===== config.mk =====
export PLATFORM = sky130hd
export DESIGN_NAME = channel_error_injector
export DESIGN_NICKNAME = d
export VERILOG_FILES = /design/src/rtl/channel_error_injector.sv
export SDC_FILE = /design/constraint.sdc
export NUM_CORES = 1
export LEC_CHECK = 0
export CAP_MARGIN = 20
export CORE_MARGIN = 2
export CORE_UTILIZATION = 55
export DETAILED_ROUTE_END_ITERATION = 7
export DONT_BUFFER_PORTS = 1
export PLACE_DENSITY = 0.73
export SLEW_MARGIN = 30
export SYNTH_ARGS = -nofsm -noshare
export SYNTH_HDL_FRONTEND = slang
export SYNTH_SLANG_ARGS = --single-unit

===== constraint.sdc =====
create_clock -name clk -period 2.5 [get_ports clk]
set_clock_uncertainty 0.1 [all_clocks]
set_input_delay 0.125 -clock clk [delete_from_list [all_inputs] [get_ports clk]]
set_output_delay 0.125 -clock clk [all_outputs]
set_load 0.02 [all_outputs]

===== src/rtl/channel_error_injector.sv =====
`default_nettype none
// ============================================================================
//  Module      : channel_error_injector
//  Description : Channel model between convolutional encoder and Viterbi
//                decoder. Registers each symbol and XOR-corrupts selected ones,
//                triggered by an LFSR random rate or a fixed symbol period,
//                optionally stretched into bursts. Keeps saturating
//                symbol/error counters for BER measurement.
//  Revision    : 1.0 - initial release
// ============================================================================
module channel_error_injector #(
    parameter int                SYM_W  = 2,
    parameter int                LFSR_W = 16,
    parameter logic [LFSR_W-1:0] POLY   = 16'hB400,
    parameter logic [LFSR_W-1:0] SEED   = 16'hACE1,
    parameter int                CNT_W  = 16
) (
    input  logic             clk,
    input  logic             rst,
    input  logic [1:0]       cfg_mode,
    input  logic [3:0]       cfg_rate,
    input  logic [7:0]       cfg_period,
    input  logic [3:0]       cfg_burst_len,
    input  logic [SYM_W-1:0] cfg_flip_mask,
    input  logic             clr_cnt,
    input  logic             valid_i,
    input  logic [SYM_W-1:0] sym_i,
    output logic             valid_o,
    output logic [SYM_W-1:0] sym_o,
    output logic             err_o,
    output logic [CNT_W-1:0] sym_cnt,
    output logic [CNT_W-1:0] err_cnt
);

    // An all-zero seed would lock the LFSR, so it is replaced by 1.
    localparam logic [LFSR_W-1:0] c_LFSR_INIT   = (SEED == '0) ? {{(LFSR_W-1){1'b0}}, 1'b1} : SEED;
    localparam logic [CNT_W-1:0]  c_CNT_ONE     = {{(CNT_W-1){1'b0}}, 1'b1};
    localparam logic [1:0]        c_MODE_RANDOM = 2'd1;
    localparam logic [1:0]        c_MODE_PERIOD = 2'd2;

    typedef enum logic [0:0] {
        S_IDLE  = 1'b0,
        S_BURST = 1'b1
    } state_t;

    state_t            state_q, state_d;
    logic [3:0]        rem_q, rem_d;
    logic [LFSR_W-1:0] lfsr_q, lfsr_d;
    logic [7:0]        pcnt_q, pcnt_d;
    logic              valid_q;
    logic [SYM_W-1:0]  sym_q;
    logic              err_q;
    logic [CNT_W-1:0]  sym_cnt_q;
    logic [CNT_W-1:0]  err_cnt_q;

    logic [LFSR_W-1:0] w_rate_mask;
    logic [7:0]        w_period_last;
    logic [3:0]        w_burst_m1;
    logic              w_active;
    logic              w_trig;
    logic              w_corrupt;

    assign w_active      = (cfg_mode == c_MODE_RANDOM) || (cfg_mode == c_MODE_PERIOD);
    assign w_period_last = cfg_period - 8'd1;
    assign w_burst_m1    = (cfg_burst_len == 4'd0) ? 4'd0 : (cfg_burst_len - 4'd1);

    // Low cfg_rate bits of the LFSR form the random-trigger test mask.
    always_comb begin
        w_rate_mask = '0;
        for (int i = 0; i < LFSR_W; i++) begin
            if (i < int'(cfg_rate)) begin
                w_rate_mask[i] = 1'b1;
            end
        end
    end

    // Galois LFSR step (used after the current value decided this symbol).
    always_comb begin
        lfsr_d = lfsr_q;
        if (valid_i) begin
            lfsr_d = lfsr_q >> 1;
            if (lfsr_q[0]) begin
                lfsr_d = (lfsr_q >> 1) ^ POLY;
            end
        end
    end

    // Period counter counts valid symbols in periodic mode only; any other mode parks it at 0.
    always_comb begin
        pcnt_d = pcnt_q;
        if (cfg_mode != c_MODE_PERIOD) begin
            pcnt_d = 8'd0;
        end else if (valid_i && (cfg_period != 8'd0)) begin
            pcnt_d = (pcnt_q >= w_period_last) ? 8'd0 : (pcnt_q + 8'd1);
        end
    end

    // Trigger decision for the current valid symbol.
    always_comb begin
        w_trig = 1'b0;
        if (valid_i) begin
            if (cfg_mode == c_MODE_RANDOM) begin
                w_trig = ((lfsr_q & w_rate_mask) == '0);
            end else if ((cfg_mode == c_MODE_PERIOD) && (cfg_period != 8'd0)) begin
                w_trig = (pcnt_q == w_period_last);
            end
        end
    end

    // Burst FSM: a trigger corrupts this symbol and arms rem further ones; disabling the mode aborts.
    always_comb begin
        state_d   = state_q;
        rem_d     = rem_q;
        w_corrupt = 1'b0;
        if (!w_active) begin
            state_d = S_IDLE;
            rem_d   = 4'd0;
        end else if (valid_i) begin
            case (state_q)
                S_IDLE: begin
                    if (w_trig) begin
                        w_corrupt = 1'b1;
                        rem_d     = w_burst_m1;
                        if (w_burst_m1 != 4'd0) begin
                            state_d = S_BURST;
                        end
                    end
                end
                S_BURST: begin
                    w_corrupt = 1'b1;
                    rem_d     = rem_q - 4'd1;
                    if (rem_q <= 4'd1) begin
                        state_d = S_IDLE;
                    end
                end
                default: begin
                    state_d = S_IDLE;
                    rem_d   = 4'd0;
                end
            endcase
        end
    end

    // Control state registers: FSM, burst remainder, LFSR, period counter.
    always_ff @(posedge clk or posedge rst) begin
        if (rst) begin
            state_q <= S_IDLE;
            rem_q   <= 4'd0;
            lfsr_q  <= c_LFSR_INIT;
            pcnt_q  <= 8'd0;
        end else begin
            state_q <= state_d;
            rem_q   <= rem_d;
            lfsr_q  <= lfsr_d;
            pcnt_q  <= pcnt_d;
        end
    end

    // One-cycle data path; sym_o holds across idle cycles.
    always_ff @(posedge clk or posedge rst) begin
        if (rst) begin
            valid_q <= 1'b0;
            sym_q   <= '0;
            err_q   <= 1'b0;
        end else begin
            valid_q <= valid_i;
            err_q   <= w_corrupt;
            if (valid_i) begin
                sym_q <= w_corrupt ? (sym_i ^ cfg_flip_mask) : sym_i;
            end
        end
    end

    // Saturating statistics; clr_cnt wins and drops the coincident symbol.
    always_ff @(posedge clk or posedge rst) begin
        if (rst) begin
            sym_cnt_q <= '0;
            err_cnt_q <= '0;
        end else if (clr_cnt) begin
            sym_cnt_q <= '0;
            err_cnt_q <= '0;
        end else if (valid_i) begin
            if (sym_cnt_q != '1) begin
                sym_cnt_q <= sym_cnt_q + c_CNT_ONE;
            end
            if (w_corrupt && (err_cnt_q != '1)) begin
                err_cnt_q <= err_cnt_q + c_CNT_ONE;
            end
        end
    end

    assign valid_o = valid_q;
    assign sym_o   = sym_q;
    assign err_o   = err_q;
    assign sym_cnt = sym_cnt_q;
    assign err_cnt = err_cnt_q;

endmodule
`default_nettype wire

==> key figures <==
Status
  • Status: finished with violations
  • Failing checks: setup timing

Detailed routing
  • Post-route ant nets: 0
  • Drt wl/cell: 16.5 um
  • Routed met1 length: 4.06 mm
  • # DRC: 0
  • Via count: 3386
  • WL final: 9.34 mm
  • DR WL met2: 4.56 mm
  • Wire length on met3: 445 um
  • First-pass DRT Iterations: 5
  • Via/cell ratio: 5.98
  • Top sig layer: met4
  • DRT iter0 DRCs: 173

Die
  • Placeable Area: 6830 um^2
  • Initial Utilization: 0.572
  • DIE AREA: 7800 um^2
  • Die Y: 88.3 um
  • FP Rows: 30
  • Die W: 88.3 um
  • Top Ports: 62

Placement
  • Final Wtd Congestion: 0.789
  • # port buffers: 0
  • Hpwl dp: 6.09 mm
  • Placed cell area: 4260 um^2
  • Placed Cells: 534

Power and ir drop
  • Static leakage: 0.00191 uW
  • Pwr Density: 598 nW/um^2
  • VDD IR-drop max: 510 uV

Yosys
  • Post-synthesis sequential area ratio: 0.419
  • Synth Net Count: 466
  • Mapped cell area: 3910 um^2
  • Top_reg_cell synth: dfrtp_1
  • YS warnings: 0
  • Syn Inst Count: 422
  • Distinct cells, synth: 53
  • Post-synth EDFFs: 0
  • Syn Area/Cell: 9.27 um^2
  • Async S/R FF share, synth: 1.00
  • Yosys reg bits: 65

Worst setup path
  • Startpoint Class: input pin
  • WS Path Type: input pin to register
  • Crit-path max cell delay: 0.55 ns
  • Crit-path slowest cell: or4_4
  • Req. time, crit path: 2.64 ns
  • Buffers plus inverters on the worst setup path: 0
  • CP endpoint kind: register
  • Worst path most repeated cell: or4_4
  • Crit path arrival time: 2.81 ns
  • CP Cell Sequence: or4_4, nor4_4, xnor2_1, ha_1, nand4_1, or4_4, o21ai_4, a21oi_4, nor4_2, mux2_1
  • CP max FO: 11
  • CP top delay family: simple AND/OR/NAND/NOR gates

Clock network
  • H-Tree Depth: 3
  • Num CTS Buffers: 9
  • Clock transition at path regs: 0.08 ns
  • Clock Latency Late Sink: 0.35 ns
  • CTS tree: done
  • Root Driver: clkbuf_8
  • Clock Sinks: 65
  • Maximum clock path buffer count: 2

Hold path
  • Hold Crit Class: input pin to register

Timing
  • Final Hold Fails: 0
  • Final Slew Violations: 0
  • Final setup viols: 20
  • Post-route minimum period: 2.67 ns
  • F_max: 374 MHz
  • RSZ-0062 raised after global routing: yes
  • Max_slew headroom: 0.375
  • WHS: 0.0401 ns
  • Slew @ Worst Pin: 0.935 ns
  • Part of the cycle the worst path needs: 1.07
  • Smallest setup slack after layout: -0.172 ns

Final layout
  • Number of diodes: 0
  • Final core occ: 0.691
  • Non-Filler Instances: 566
  • Area grow syn2layout: 20.7%
  • Final Instance Area: 4720 um^2
  • Post-layout nets: 509
  • Layout cell share with drive strength beyond 1: 0.234
  • Number of fill cells in the layout: 521

Global route
  • Vias in the first global route: 3292
  • First-pass GRT wire length: 15.1 mm
  • Initial antenna violation count: 0
  • GRT overflow: 0
  • GRT Util Overall: 0.248
  • Largest net degree at the start of global routing: 66

Run
  • Number of max-cap violations: 0
[per-layer routing]
layer	track usage	vias to the layer above
met5	0	-
met4	0.0992	0
met3	0.0541	27
met2	0.403	90
met1	0.324	1636
li1	-	1633
[cells in the mapped netlist (all sizes together), types with 9 or more instances]
master | number | area share
buf | 12 | 0.018
nand2 | 32 | 0.031
clkbuf | 9 | 0.0086
a21oi | 32 | 0.042
mux2 | 17 | 0.049
nor3 | 18 | 0.026
dfrtp | 57 | 0.36
o21ai | 23 | 0.030
or4 | 9 | 0.018
xnor2 | 15 | 0.034
nand3 | 19 | 0.024
ha | 18 | 0.058
inv | 16 | 0.015
or3 | 16 | 0.026
nor2 | 36 | 0.035
[registers in the layout, summed over array words and instances, names as in the netlist]
| name | count |
|---|---|
| sym_o | 2 |
| rem_q | 4 |
| err_cnt | 16 |
| valid_o | 1 |
| pcnt_q | 8 |
| lfsr_q | 16 |
| err_o | 1 |
| state_q | 1 |
| sym_cnt | 16 |
[report_power, final]
group          total, uW  switching, uW  leakage, uW  internal [uW]
clock network        904            454    0.0000996            450
logic                526            229     0.000962            297
registers           1390            153     0.000843           1240
[cells by family (layout without fill, tap and decap cells)]
family	count (synthesis)	count (layout)	synth area share
AND/OR/NAND/NOR	170	170	0.227
AO/OA/AOI/OAI	92	93	0.154
flip-flops	65	65	0.419
buffers and inverters	37	84	0.0422
XOR/XNOR	23	23	0.0515
adder cells (fa/ha/maj)	18	18	0.0576
multiplexers	17	17	0.0490
[tightest hold or removal path, stage by stage]
cell      delay, ns
a21o_1         0.10
nand3_1        0.07
o21ai_0        0.08
a221oi_1       0.08
[area by class of cell]
cell class	count	area, um^2	share of cell area
Multi-Input combinational cell	321	2250	0.477
Sequential cell	65	1640	0.348
Timing Repair Buffer	52	447	0.0946
Clock buffer	12	165	0.0350
Tap cell	96	120	0.0255
Inverter	16	60.1	0.0127
Clock inverter	4	33.8	0.00716
[layout by cell type (no fill, tap or decap), types with 14 or more instances in the layout]
cell type / synthesis / layout
ha_1: 18 / 18
o21ai_0: 22 / 20
buf_4: 1 / 35
or3_1: 16 / 16
a21oi_1: 31 / 26
nand3_1: 19 / 19
inv_1: 16 / 15
dfrtp_1: 57 / 54
nor3_1: 16 / 15
nor2_1: 36 / 36
nand2_1: 32 / 32
xnor2_1: 15 / 15
mux2_2: 14 / 14
[worst paths after layout]
check / start / end / slack, ns / cells after the start
min: cfg_burst_len[0] / state_q$_DFFE_PP0P_ / 0.04 / 4
min in group asynchronous: rst / sym_cnt[3]$_DFFE_PP0P_ / 0.37 / 3
max: cfg_period[5] / err_cnt[9]$_DFFE_PP0P_ / -0.17 / 10
max in group asynchronous: rst / sym_cnt[4]$_DFFE_PP0P_ / 1.36 / 3
max reg2reg: pcnt_q[3]$_DFFE_PP0P_ / err_cnt[9]$_DFFE_PP0P_ / -0.01 / 7
min reg2reg: lfsr_q[9]$_DFFE_PP0P_ / lfsr_q[8]$_DFFE_PP0P_ / 0.45 / 1
[through the flow]
| stage | setup TNS, ns | total power [uW] | setup WS (ns) |
|---|---|---|---|
| after floorplan | -8.23 | 1740 | -0.491 |
| after global placement | -11.40 | 1810 | -0.599 |
| after detailed placement | -12.82 | 1830 | -0.655 |
| after CTS | -1.46 | 2830 | -0.139 |
| after global routing | -4.53 | 2960 | -0.285 |
| final | -1.92 | 2820 | -0.172 |
[timing repair]
action,4_1_cts,5_1_grt
cloned,1,0
endpoints found under the hold margin,111,0
setup endpoints to repair,22,23
pin swaps,10,2
setup buffers,1,0
hold buffers,14,0
gates resized for setup,8,13
Note: power is estimated with default switching activity, not from simulation.
